**config.mk**
```make
export PLATFORM = sky130hd
export DESIGN_NAME = uart_tx_engine
export DESIGN_NICKNAME = d
export VERILOG_FILES = /design/src/rtl/uart_pkg.sv /design/src/rtl/uart_bit_timer.sv /design/src/rtl/uart_tx_engine.sv
export SDC_FILE = /design/constraint.sdc
export NUM_CORES = 1
export LEC_CHECK = 0
export ABC_AREA = 1
export CAP_MARGIN = 20
export CORE_ASPECT_RATIO = 0.9
export CORE_UTILIZATION = 55
export DETAILED_ROUTE_END_ITERATION = 8
export DONT_BUFFER_PORTS = 1
export PLACE_DENSITY = 0.7
export SETUP_SLACK_MARGIN = 0.02
export SYNTH_ARGS = -nofsm -noshare
export SYNTH_HDL_FRONTEND = slang
export SYNTH_SLANG_ARGS = --single-unit
export TNS_END_PERCENT = 100
```
**constraint.sdc**
```tcl
create_clock -name clk -period 3.1 [get_ports clk]
set_clock_uncertainty 0.1 [all_clocks]
set_input_delay 0.93 -clock clk [delete_from_list [all_inputs] [get_ports clk]]
set_output_delay 0.93 -clock clk [all_outputs]
set_load 0.01 [all_outputs]
```
**src/rtl/uart_pkg.sv**
```systemverilog
// Shared definitions for the UART transmit/receive engines: state encoding,
// frame constants and the parity helper.
package uart_pkg;

    localparam int DATA_BITS            = 8;
    localparam int DEFAULT_CLKS_PER_BIT = 868;

    typedef enum logic [2:0] {
        IDLE   = 3'd0,
        START  = 3'd1,
        DATA   = 3'd2,
        PARITY = 3'd3,
        STOP   = 3'd4
    } uart_state_t;

    // Even parity makes the total count of ones (data + parity) even.
    function automatic logic calc_parity(input logic [DATA_BITS-1:0] data,
                                         input logic                 odd);
        return odd ? ~^data : ^data;
    endfunction

endpackage

```
**src/rtl/uart_bit_timer.sv**
```systemverilog
// Free-running bit-period timer: counts 0..CLKS_PER_BIT-1 and pulses bit_end
// on the last count. Held at zero while clr is high.
module uart_bit_timer #(
    parameter int CLKS_PER_BIT = 868,
    parameter int CNT_W        = 16
) (
    input  logic clk,
    input  logic rst,
    input  logic clr,
    output logic bit_end
);

    localparam logic [CNT_W-1:0] LAST_COUNT = CNT_W'(CLKS_PER_BIT - 1);

    logic [CNT_W-1:0] count_reg;

    assign bit_end = !clr && (count_reg == LAST_COUNT);

    always_ff @(posedge clk or posedge rst) begin
        if (rst) begin
            count_reg <= '0;
        end else if (clr || bit_end) begin
            count_reg <= '0;
        end else begin
            count_reg <= count_reg + 1'b1;
        end
    end

endmodule

```
**src/rtl/uart_tx_engine.sv**
```systemverilog
// UART transmit engine: captures a byte and its frame configuration on
// tx_start and shifts out start, 8 data bits LSB first, optional parity, 1/2 stops.
module uart_tx_engine
    import uart_pkg::*;
#(
    parameter int CLKS_PER_BIT = DEFAULT_CLKS_PER_BIT,
    parameter int CNT_W        = 16
) (
    input  logic       clk,
    input  logic       rst,
    input  logic       tx_start,
    input  logic [7:0] tx_data,
    input  logic       par_en,
    input  logic       par_odd,
    input  logic       two_stop,
    output logic       tx,
    output logic       tx_rdy,
    output logic       tx_done
);

    localparam logic [2:0] LAST_BIT = 3'(DATA_BITS - 1);

    uart_state_t          state_reg, state_next;
    logic                 tx_reg, tx_next;
    logic [DATA_BITS-1:0] shift_reg, shift_next;
    logic [2:0]           bit_idx_reg, bit_idx_next;
    logic                 stop_cnt_reg, stop_cnt_next;
    logic                 par_bit_reg, par_bit_next;
    logic                 par_en_reg, par_en_next;
    logic                 two_stop_reg, two_stop_next;
    logic                 done_reg, done_next;
    logic                 bit_end;

    // The timer is held at zero while idle so every frame starts on a fresh bit period.
    uart_bit_timer #(
        .CLKS_PER_BIT(CLKS_PER_BIT),
        .CNT_W       (CNT_W)
    ) u_bit_timer (
        .clk    (clk),
        .rst    (rst),
        .clr    (state_reg == IDLE),
        .bit_end(bit_end)
    );

    always_ff @(posedge clk or posedge rst) begin
        if (rst) begin
            state_reg    <= IDLE;
            tx_reg       <= 1'b1;
            shift_reg    <= '0;
            bit_idx_reg  <= '0;
            stop_cnt_reg <= 1'b0;
            par_bit_reg  <= 1'b0;
            par_en_reg   <= 1'b0;
            two_stop_reg <= 1'b0;
            done_reg     <= 1'b0;
        end else begin
            state_reg    <= state_next;
            tx_reg       <= tx_next;
            shift_reg    <= shift_next;
            bit_idx_reg  <= bit_idx_next;
            stop_cnt_reg <= stop_cnt_next;
            par_bit_reg  <= par_bit_next;
            par_en_reg   <= par_en_next;
            two_stop_reg <= two_stop_next;
            done_reg     <= done_next;
        end
    end

    // tx_next always carries the level of the bit being entered, so tx stays a pure flop.
    always_comb begin
        state_next    = state_reg;
        tx_next       = tx_reg;
        shift_next    = shift_reg;
        bit_idx_next  = bit_idx_reg;
        stop_cnt_next = stop_cnt_reg;
        par_bit_next  = par_bit_reg;
        par_en_next   = par_en_reg;
        two_stop_next = two_stop_reg;
        done_next     = 1'b0;

        case (state_reg)
            IDLE: begin
                tx_next = 1'b1;
                if (tx_start) begin
                    shift_next    = tx_data;
                    par_en_next   = par_en;
                    two_stop_next = two_stop;
                    par_bit_next  = calc_parity(tx_data, par_odd);
                    bit_idx_next  = '0;
                    stop_cnt_next = 1'b0;
                    tx_next       = 1'b0;
                    state_next    = START;
                end
            end
            START: begin
                if (bit_end) begin
                    bit_idx_next = '0;
                    tx_next      = shift_reg[0];
                    state_next   = DATA;
                end
            end
            DATA: begin
                if (bit_end) begin
                    shift_next = shift_reg >> 1;
                    if (bit_idx_reg == LAST_BIT) begin
                        if (par_en_reg) begin
                            tx_next    = par_bit_reg;
                            state_next = PARITY;
                        end else begin
                            tx_next    = 1'b1;
                            state_next = STOP;
                        end
                    end else begin
                        bit_idx_next = bit_idx_reg + 3'd1;
                        tx_next      = shift_reg[1];
                    end
                end
            end
            PARITY: begin
                if (bit_end) begin
                    tx_next    = 1'b1;
                    state_next = STOP;
                end
            end
            STOP: begin
                if (bit_end) begin
                    if (two_stop_reg && !stop_cnt_reg) begin
                        stop_cnt_next = 1'b1;
                    end else begin
                        done_next  = 1'b1;
                        state_next = IDLE;
                    end
                end
            end
            default: begin
                tx_next    = 1'b1;
                state_next = IDLE;
            end
        endcase
    end

    assign tx      = tx_reg;
    assign tx_rdy  = (state_reg == IDLE);
    assign tx_done = done_reg;

endmodule

```
==> qor.csv <==
metric;value;unit
outcome;completed;
worst_hold_path.endpoint;u_bit_timer.count_reg[0];
finalWorstPathRequiredPeriod;2.11;ns
initialDrtViolationCount;150;
hold_start;u_bit_timer.count_reg[0];
post-route-worst-setup-slack;0.994;ns
critical_path.max_fanout;5;
die-area;4030;um^2
power_per_cell_area;748;nW/um^2
synth_top_family_by_area;simple AND/OR/NAND/NOR gates;
num-nets-final;299;
vdd_drop_max;0.496;mV
worst-endpoint-required;2.07;ns
number_of_global_route_vias_before_repair;1486;
drive_above_1_share;0.120;
post-route-period-util;0.679;
worstHoldPathType;reg -> reg;
initial_core_util;0.594;
fmax;475;MHz
critPathSlowestCell;dfrtp_1;
post-route-cell-area;2210;um^2
post_synth_main_area_contributors;dfrtp_1 42%, nand2_1 14%, nor2_1 6.1%;
post_synthesis_simple_gate_area_fraction;0.330;
finish.utilization;0.630;
worst_pin_slew;0.546;ns
io_buffer_count;0;
post_synth_mux_area_share;0;
final-instance-count-excl-fill;327;
area_delta_synth_final;6.14;%
grt_max_degree;37;
worstSetupEndpointType;output pin;
grt_util_all_layers;0.222;
place_ws;1.23;ns
worst_r2r_startpoint;state_reg[2];
maxCapViolations;0;
sequential_cell_area;902;um^2
postCtsResizedCells;0;
cts_tree;done;
report.power.total;1.65;mW
synthDistinctLibCells;28;
num_rows;20;
fillers;318;
rrSetupSlack;1.26;ns
setup_violations;0;
xor_xnor_cell_area_share_of_the_yosys_netlist;0.0379;
firstDrtPassIters;4;
worst_hold_stages;1;
rsz0062_at_grt;no;
drv_slew;0;
cts-root-buf;clkbuf_8;
r2r_end;state_reg[0];
multi_input_area;1020;um^2
antenna_found_initial;0;
gp_routability_congestion;0.808;
start_kind;flop;
clock_tree.buffer_depth;2;
max-slew-margin-rel;0.635;
synth_compound_gate_area_share;0.105;
globalRouteOverflowTotal;0;
post-synth-top-area-cell;dfrtp_1;
ys_seq_area_frac;0.434;
crit_path_cell_trace;nor2_2 > inv_2 > nor2_4;
detailed_route_drc_error_count;0;
ant_nets;0;
hold_ws;0.355;ns
synth-adder-area-share;0.0181;
placed_cells;319;
die_boundary_width;66.8;um
wl_per_cell;11.9;um
number_of_hold_repair_buffers_added_at_the_cts_stage;0;
fp.coreArea;3500;um^2
worstSetupPathType;reg -> out;
grt_pass1_wl;6.64;mm
synth_top_area_frac;0.421;
ff2ff_path_depth;10;
ys_ff_latch;36;
post_cts.repair.setup_buffers;0;
largest_register_ffs;16;
clkLatencyLatePin;0.28;ns
yosysWarnings;0;
antenna_cells;0;
top_level_ports;17;
syn-instance-count;278;
cts_made_buffers;5;
drt_wl_total;3.89;mm
synth_nets;295;
worst_path_largest_cell_delay;0.43;ns
postPlaceCellArea;2120;um^2
report.final.hold_viol_count;0;
finalSetupTns;0;ns
die_height;60.3;um
clk_pin_slew_worst_paths;0.07;ns
num_vias;1669;
cts_num_sinks;36;
cellLeakagePower;1.10;nW
synth.avg_cell_area;7.48;um^2
critical_path_arrival;1.08;ns
htree_num_levels;2;
drt-vias-per-instance;5.10;
dp_hpwl;2.90;mm
synth_area;2080;um^2
cell usage after synthesis, drive strengths merged:
cell	instances
a211oi	1
a21oi	6
buf	3
clkbuf	1
dfrtp	35
dfstp	1
ha	3
inv	35
nand2	79
nand3	13
nand4	4
nor2	40
nor3	13
nor3b	2
o21a	1
o21ai	24
o21bai	3
or2	5
xnor2	4
xor2	5
final cells by class:
| class | count | share of cell area |
|---|---|---|
| clock buffer | 8 | 0.0408 |
| tap | 44 | 0.0249 |
| inverter | 35 | 0.0595 |
| sequential | 36 | 0.409 |
| timing repair buffer | 1 | 0.00340 |
| multi-input combinational | 203 | 0.463 |
worst max-delay path by stage:
stage | endpoint | from | cells after the start
6_report | tx_rdy | state_reg[2] | 3
5_1_grt | tx_rdy | state_reg[0] | 3
4_1_cts | tx_rdy | state_reg[0] | 3
3_5_place_dp | bit_idx_reg[0] | tx_start | 8
3_3_place_gp | bit_idx_reg[1] | tx_start | 8
2_1_floorplan | bit_idx_reg[0] | rst | 1
routing by layer:
layer | up-vias | share of wire | global-route usage
li1 | 888 | - | -
met1 | 748 | 0.54 | 0.340
met2 | 31 | 0.41 | 0.310
met3 | 2 | 0.043 | 0.0564
met4 | 0 | 0.0057 | 0.0608
met5 | - | 0 | 0
logic make-up after synthesis:
logic type	Yosys count
simple gates	156
buf+inv	39
flops	36
compound gates	35
xor+xnor	9
fa+ha+maj	3
critical path: cells and delay by family, from the launching register on:
kind	cells	cell delay [ns]
buf+inv	1	0.07
simple gates	2	0.30
flops	1	0.43
where the power goes:
group	internal, mW	switching (mW)	total (mW)
clock	0.181	0.156	0.338
sequential	0.598	0.0870	0.685
combinational	0.207	0.421	0.628
total	0.986	0.664	1.65
placed cells by master, fill, tap and decap left out:
master / n
a211oi_1: 1
a21oi_1: 6
buf_4: 1
clkbuf_1: 2
clkbuf_8: 6
dfrtp_1: 35
dfstp_2: 1
ha_1: 3
inv_1: 30
inv_2: 5
nand2_1: 77
nand2_2: 2
nand3_1: 13
nand4_1: 4
nor2_1: 34
nor2_2: 4
nor2_4: 1
nor2_8: 1
nor3_1: 13
nor3b_1: 2
o21a_1: 1
o21ai_0: 15
o21ai_1: 1
o21ai_2: 8
o21bai_1: 3
or2_2: 5
xnor2_1: 4
xor2_1: 5
Note: power is estimated with default switching activity, not from simulation.
